[src/rtl/fp_mul_arbiter.sv]
`timescale 1ns/1ps
// fp_mul_arbiter
//   Round-robin scheduler sharing one external single-precision multiplier
//   between NUM_REQ requesters. Accepted operand pairs are issued through a
//   register stage to the multiplier. Each operation carries its requester
//   tag down a delay line matched to the multiplier latency. Results are
//   returned in issue order through a credit-protected result FIFO.
//
// Ports
//   clk, rst_n             clock, synchronous active-low reset
//   req_valid[NUM_REQ]     requester i has an operand pair
//   req_a/req_b            packed operands, requester i in bits [32i+31:32i]
//   req_ready[NUM_REQ]     one-hot grant (accept = valid & ready)
//   mul_a/mul_b            registered operands to the multiplier
//   mul_z                  multiplier result, MUL_LATENCY cycles after mul_a/b
//   res_valid/res_ready    result handshake, FIFO head
//   res_tag/res_z          requester index and result of the FIFO head
module fp_mul_arbiter #(
    parameter  int NUM_REQ     = 4,
    parameter  int MUL_LATENCY = 2,
    parameter  int FIFO_DEPTH  = 4,
    localparam int TAG_W       = $clog2(NUM_REQ)
) (
    input  logic                  clk,
    input  logic                  rst_n,
    input  logic [NUM_REQ-1:0]    req_valid,
    input  logic [NUM_REQ*32-1:0] req_a,
    input  logic [NUM_REQ*32-1:0] req_b,
    output logic [NUM_REQ-1:0]    req_ready,
    output logic [31:0]           mul_a,
    output logic [31:0]           mul_b,
    input  logic [31:0]           mul_z,
    output logic                  res_valid,
    input  logic                  res_ready,
    output logic [TAG_W-1:0]      res_tag,
    output logic [31:0]           res_z
);

    localparam int AW = $clog2(FIFO_DEPTH);
    localparam int PW = AW + 1;
    localparam int CW = $clog2(FIFO_DEPTH + 1);

    logic [TAG_W-1:0]   ptr;
    logic [CW-1:0]      credit;

    logic               found;
    logic [TAG_W-1:0]   cand;
    logic [TAG_W-1:0]   grant_idx;
    logic               issue;
    logic [31:0]        sel_a;
    logic [31:0]        sel_b;

    // Stage 0 is aligned with mul_a/mul_b; stage MUL_LATENCY with mul_z.
    logic [MUL_LATENCY:0] pipe_v;
    logic [TAG_W-1:0]     pipe_tag [MUL_LATENCY+1];

    logic [31:0]        mem_z   [FIFO_DEPTH];
    logic [TAG_W-1:0]   mem_tag [FIFO_DEPTH];
    logic [PW-1:0]      wptr;
    logic [PW-1:0]      rptr;
    logic               empty;
    logic               full;
    logic               push;
    logic               pop;

    // Round-robin search starting one past the last granted requester.
    always_comb begin
        found     = 1'b0;
        grant_idx = '0;
        cand      = '0;
        for (int unsigned i = 0; i < NUM_REQ; i++) begin
            cand = TAG_W'((32'(ptr) + i + 32'd1) % NUM_REQ);
            if (!found && req_valid[cand]) begin
                found     = 1'b1;
                grant_idx = cand;
            end
        end
    end

    // Credit covers both in-flight operations and FIFO occupancy, so an
    // issue can never produce a result without a free FIFO slot.
    assign issue = found & rst_n & (credit != '0);

    always_comb begin
        req_ready = '0;
        if (issue) req_ready[grant_idx] = 1'b1;
    end

    always_comb begin
        sel_a = '0;
        sel_b = '0;
        for (int unsigned i = 0; i < NUM_REQ; i++) begin
            if (TAG_W'(i) == grant_idx) begin
                sel_a = req_a[32*i +: 32];
                sel_b = req_b[32*i +: 32];
            end
        end
    end

    assign empty     = (wptr == rptr);
    assign full      = (wptr[AW-1:0] == rptr[AW-1:0]) && (wptr[PW-1] != rptr[PW-1]);
    assign res_valid = ~empty;
    assign pop       = res_valid & res_ready;
    // Full is unreachable with a valid emerging stage unless a pop frees
    // the slot in the same cycle; the guard just keeps storage safe.
    assign push      = pipe_v[MUL_LATENCY] & (~full | pop);
    assign res_z     = mem_z[rptr[AW-1:0]];
    assign res_tag   = mem_tag[rptr[AW-1:0]];

    // Arbitration state and issue register
    always_ff @(posedge clk) begin
        if (!rst_n) begin
            ptr    <= TAG_W'(NUM_REQ - 1);
            credit <= CW'(FIFO_DEPTH);
            mul_a  <= '0;
            mul_b  <= '0;
        end else begin
            if (issue) begin
                ptr   <= grant_idx;
                mul_a <= sel_a;
                mul_b <= sel_b;
            end
            case ({issue, pop})
                2'b10:   credit <= credit - CW'(1);
                2'b01:   credit <= credit + CW'(1);
                default: credit <= credit;
            endcase
        end
    end

    // Tag delay line tracking the multiplier
    always_ff @(posedge clk) begin
        if (!rst_n) begin
            pipe_v <= '0;
            for (int unsigned s = 0; s <= MUL_LATENCY; s++) pipe_tag[s] <= '0;
        end else begin
            pipe_v[0]   <= issue;
            pipe_tag[0] <= grant_idx;
            for (int unsigned s = 1; s <= MUL_LATENCY; s++) begin
                pipe_v[s]   <= pipe_v[s-1];
                pipe_tag[s] <= pipe_tag[s-1];
            end
        end
    end

    // Result FIFO
    always_ff @(posedge clk) begin
        if (!rst_n) begin
            wptr <= '0;
            rptr <= '0;
            for (int unsigned e = 0; e < FIFO_DEPTH; e++) begin
                mem_z[e]   <= '0;
                mem_tag[e] <= '0;
            end
        end else begin
            if (push) begin
                mem_z[wptr[AW-1:0]]   <= mul_z;
                mem_tag[wptr[AW-1:0]] <= pipe_tag[MUL_LATENCY];
                wptr                  <= wptr + PW'(1);
            end
            if (pop) rptr <= rptr + PW'(1);
        end
    end

endmodule

[config.mk]
export PLATFORM = sky130hd
export DESIGN_NAME = fp_mul_arbiter
export DESIGN_NICKNAME = d
export VERILOG_FILES = /design/src/rtl/fp_mul_arbiter.sv
export SDC_FILE = /design/constraint.sdc
export NUM_CORES = 1
export LEC_CHECK = 0
export CORE_AREA = 3 3 160 162
export DETAILED_ROUTE_END_ITERATION = 7
export DIE_AREA = 0 0 163 165
export PLACE_DENSITY = 0.79
export SYNTH_ARGS = -nofsm -noshare
export SYNTH_HDL_FRONTEND = slang
export SYNTH_SLANG_ARGS = --single-unit
export TNS_END_PERCENT = 5
[constraint.sdc]
create_clock -name clk -period 4.9 [get_ports clk]
set_input_delay 0.735 -clock clk [delete_from_list [all_inputs] [get_ports clk]]
set_output_delay 0.735 -clock clk [all_outputs]
set_load 0.05 [all_outputs]
==> impl_metrics.xml <==
<?xml version="1.0" encoding="UTF-8"?>
<metrics>
  <group name="status">
    <metric name="outcome" unit="">completed</metric>
  </group>
  <group name="drt">
    <metric name="via_per_inst" unit="">5.625</metric>
    <metric name="first_iter_violations" unit="">601</metric>
    <metric name="detail_route.wirelength" unit="mm">37.69</metric>
    <metric name="number_of_nets_with_antenna_violations_after_routing" unit="">0</metric>
    <metric name="post-route-drc-count" unit="">0</metric>
    <metric name="routed_length_per_instance" unit="um">22.04</metric>
    <metric name="drt-pass1-iter-count" unit="">5</metric>
    <metric name="via_count" unit="">9618</metric>
  </group>
  <group name="worst_setup_path">
    <metric name="timing.critical_path.cells" unit="">clkdlybuf4s50_1, nor2_1, a21oi_4, buf_4, and3_1, clkdlybuf4s50_1</metric>
    <metric name="worstPathArrival" unit="ns">3.28</metric>
    <metric name="worst_setup_path_endpoint" unit="">req_ready[2]</metric>
    <metric name="max_stage_delay" unit="ns">0.82</metric>
    <metric name="worst-setup-path-type" unit="">input port to output port</metric>
    <metric name="crit_path_start_kind" unit="">input port</metric>
    <metric name="worst-endpoint-required" unit="ns">4.16</metric>
    <metric name="path_common_cell" unit="">sky130_fd_sc_hd__clkdlybuf4s50_1</metric>
    <metric name="rr_startpoint" unit="">ptr[1]</metric>
    <metric name="worstSetupStartpoint" unit="">req_valid[3]</metric>
    <metric name="critical_path.endpoint_type" unit="">output port</metric>
    <metric name="maximum_fanout_along_the_worst_path" unit="">46</metric>
    <metric name="setup.reg_to_reg.worst_slack" unit="ns">2.03</metric>
    <metric name="crit-reg2reg-capture" unit="">mul_a[0]</metric>
    <metric name="worst-r2r-cell-count" unit="">7</metric>
    <metric name="crit_path_top_delay_cell" unit="">sky130_fd_sc_hd__clkdlybuf4s50_1</metric>
  </group>
  <group name="run">
    <metric name="cap_violations" unit="">0</metric>
  </group>
  <group name="placement">
    <metric name="dp_slack" unit="ns">0.9047</metric>
    <metric name="place.gp.congestion" unit="">0.9121</metric>
    <metric name="post-dp-hpwl" unit="mm">25.88</metric>
    <metric name="io_buffer_count" unit="">397</metric>
    <metric name="numPlacedInstances" unit="">1658</metric>
  </group>
  <group name="synthesis">
    <metric name="postSynth.topFlopCell" unit="">sky130_fd_sc_hd__edfxtp_1</metric>
    <metric name="post-synth-top-area-cell" unit="">sky130_fd_sc_hd__edfxtp_1</metric>
    <metric name="post_synth_and_or_nand_nor_area_fraction" unit="%">17.23</metric>
    <metric name="synth-xor-area-share" unit="%">0.7090</metric>
    <metric name="synth-seq-cells" unit="">222</metric>
    <metric name="synth-seq-area-share" unit="%">52.22</metric>
    <metric name="ys_top_cells_by_area" unit="">sky130_fd_sc_hd__edfxtp_1 (37%), sky130_fd_sc_hd__dfxtp_1 (15%), sky130_fd_sc_hd__and2_1 (8.4%)</metric>
    <metric name="synth_async_sr_flop_share" unit="%">0</metric>
    <metric name="mean_instance_size_in_the_synthesized_netlist" unit="um2">10.94</metric>
    <metric name="ys.warnings.count" unit="">0</metric>
    <metric name="synthMuxAreaShare" unit="%">7.607</metric>
    <metric name="postSynthNetCount" unit="">1315</metric>
    <metric name="post_synth_num_cell_types" unit="">54</metric>
    <metric name="synth_adder_area_share" unit="%">0.5177</metric>
    <metric name="synthesized_instance_count" unit="">1016</metric>
    <metric name="synth_edf_count" unit="">136</metric>
    <metric name="synth_top_family_by_area" unit="">compound AO/OA/AOI/OAI gates</metric>
    <metric name="syn-cell-area" unit="um2">11120</metric>
    <metric name="synthDominantCellAreaShare" unit="%">36.73</metric>
    <metric name="share_of_the_synthesized_area_in_compound_gates_ao_oa_aoi_oai" unit="%">17.52</metric>
  </group>
  <group name="timing">
    <metric name="setup-tns-final" unit="ns">0</metric>
    <metric name="tightestPinTransition" unit="ns">1.079</metric>
    <metric name="maxSlewViolCount" unit="">0</metric>
    <metric name="holdWs" unit="ns">0.4314</metric>
    <metric name="final_min_period_over_clock_period" unit="%">81.84</metric>
    <metric name="finalWorstSetupSlack" unit="ns">0.8899</metric>
    <metric name="timing.final.hold_violations" unit="">0</metric>
    <metric name="final-setup-viol-count" unit="">0</metric>
    <metric name="max_slew_margin" unit="%">28.05</metric>
    <metric name="finalCriticalPeriod" unit="ns">4.010</metric>
    <metric name="fin_worst_skew" unit="ns">0.01583</metric>
    <metric name="timing.fmax" unit="GHz">0.2494</metric>
    <metric name="grt_setup_unrepaired" unit="">false</metric>
  </group>
  <group name="floorplanning">
    <metric name="start_util" unit="%">45.85</metric>
    <metric name="die_h" unit="um">165</metric>
    <metric name="design.portCount" unit="">398</metric>
    <metric name="fp.dieArea" unit="um2">26900</metric>
    <metric name="placement_row_count" unit="">57</metric>
    <metric name="design.core.area" unit="um2">24250</metric>
    <metric name="floorplan.die.width" unit="um">163</metric>
  </group>
  <group name="clock_network">
    <metric name="clock_latency" unit="ns">0.53</metric>
    <metric name="post-cts-setup-buffers" unit="">0</metric>
    <metric name="cts_buffer_depth" unit="">3</metric>
    <metric name="clk_transition_reported_paths" unit="ns">0.06</metric>
    <metric name="htreeDepth" unit="">1</metric>
    <metric name="cts_hold_repair.buffers" unit="">0</metric>
    <metric name="tritoncts.num_buffers" unit="">25</metric>
    <metric name="cts-root-buf" unit="">sky130_fd_sc_hd__clkbuf_16</metric>
    <metric name="clock_tree_from_tritoncts" unit="">done</metric>
    <metric name="clock_sinks" unit="">222</metric>
    <metric name="cts_resized" unit="">0</metric>
  </group>
  <group name="final_layout">
    <metric name="final_core_util" unit="%">66.38</metric>
    <metric name="layout_commonest_cell" unit="">sky130_fd_sc_hd__clkdlybuf4s50_1</metric>
    <metric name="finalNonFillerCells" unit="">1710</metric>
    <metric name="final_layout_size_suffix_gt1_share" unit="%">8.049</metric>
    <metric name="filler_cell_count" unit="">1915</metric>
    <metric name="nNetsFinal" unit="">1660</metric>
    <metric name="syn2layout_area_growth" unit="%">44.77</metric>
    <metric name="mostFrequentLayoutCells" unit="">sky130_fd_sc_hd__clkdlybuf4s50_1 (395), sky130_fd_sc_hd__and2_1 (150), sky130_fd_sc_hd__edfxtp_1 (136), sky130_fd_sc_hd__nand2_1 (112), sky130_fd_sc_hd__o21ai_0 (97)</metric>
  </group>
  <group name="global_route">
    <metric name="first_pass_grt_wire_length" unit="mm">56.44</metric>
    <metric name="grt_util_all_layers" unit="%">27.18</metric>
    <metric name="vias_in_the_first_global_route" unit="">9859</metric>
    <metric name="largest_net_degree_at_the_start_of_global_routing" unit="">70</metric>
    <metric name="number_of_antenna_violations_at_the_first_check_in_global_routing" unit="">8</metric>
    <metric name="grt-ovfl-total" unit="">0</metric>
  </group>
  <group name="pwr">
    <metric name="max_vdd_drop" unit="uV">388.2</metric>
    <metric name="leakagePower" unit="nW">5.767</metric>
    <metric name="power_density" unit="nW/um2">489.2</metric>
  </group>
  <group name="hold_path">
    <metric name="hold_path_class" unit="">flop to flop</metric>
    <metric name="hold_path_depth" unit="">1</metric>
  </group>
</metrics>
[Yosys cell counts (all sizes together) (2+ instances only)]
cell	count
nand3	12
inv	5
and4	13
a21oi	27
and2	150
edfxtp	136
nand2b	5
and3	2
mux4	34
xnor2	7
o31ai	2
a22oi	6
buf	42
o221ai	18
nand2	112
a2bb2oi	39
o2111ai	13
o2bb2ai	39
a21o	9
xor2	2
mux2i	8
nor3	39
nand3b	2
clkbuf	56
nor2b	5
dfxtp	86
and3b	2
o21ai	114
nor2	7
ha	3
a221oi	8
[power by group]
| part | internal, W | total [W] | switching (W) |
|---|---|---|---|
| combinational | 0.00128 | 0.00345 | 0.00216 |
| sequential | 0.00231 | 0.00252 | 0.000213 |
| clock | 0.00115 | 0.00191 | 0.000754 |
[worst max-delay path, delay by kind of cell]
family / cells / cell delay, ns
buffers and inverters: 3 / 1.94
AND/OR/NAND/NOR: 2 / 0.41
AO/OA/AOI/OAI: 1 / 0.18
[kinds of logic after synthesis]
| logic type | Yosys count |
|---|---|
| flip-flops | 222 |
| adder cells (fa/ha/maj) | 4 |
| AND/OR/NAND/NOR | 354 |
| AO/OA/AOI/OAI | 282 |
| buffers and inverters | 103 |
| XOR/XNOR | 9 |
| multiplexers | 42 |
[through the flow]
| step | power, W | area, um2 |
|---|---|---|
| after floorplan | 0.004753 | 11120 |
| after global placement | 0.005954 | 15250 |
| after detailed placement | 0.005985 | 15250 |
| after CTS | 0.007913 | 16080 |
| after global routing | 0.008232 | 16090 |
| final | 0.007875 | 16100 |
[layer usage]
metal	vias to the layer above	wire length [um]	global-route usage (%)
li1	4474	-	-
met3	102	3525	7.399
met4	2	1484	10.69
met5	-	20	0
met2	458	18980	46.63
met1	4582	13680	32.64
[worst min-delay path by stage]
stage / from / end / slack [ns]
2_1_floorplan: pipe_tag[0][0] / pipe_tag[0][2] / 0.41
3_3_place_gp: pipe_tag[0][1] / pipe_tag[0][3] / 0.41
3_5_place_dp: pipe_tag[0][1] / pipe_tag[0][3] / 0.42
4_1_cts: pipe_tag[0][1] / pipe_tag[0][3] / 0.44
5_1_grt: pipe_tag[0][3] / pipe_tag[0][5] / 0.45
6_report: pipe_tag[0][1] / pipe_tag[0][3] / 0.43
[sequential cells by signal, indices dropped and copies added, names as in the netlist, named ones only]
name,flops
pipe_tag,6
ptr,2
mul_b,32
credit,3
pipe_v,3
mem_tag,8
mul_a,32
mem_z,128
rptr,3
wptr,3
[area by class of cell]
class | count | area (um2) | share of cell area, %
Tap cell | 324 | 405.4 | 2.519
Timing Repair Buffer | 416 | 4109 | 25.53
Clock inverter | 13 | 177.7 | 1.104
Antenna cell | 7 | 17.52 | 0.1088
Multi-Input combinational cell | 691 | 4907 | 30.49
Sequential cell | 222 | 5808 | 36.09
Clock buffer | 32 | 651.9 | 4.050
Inverter | 5 | 18.77 | 0.1166
Note: power is estimated with default switching activity, not from simulation.
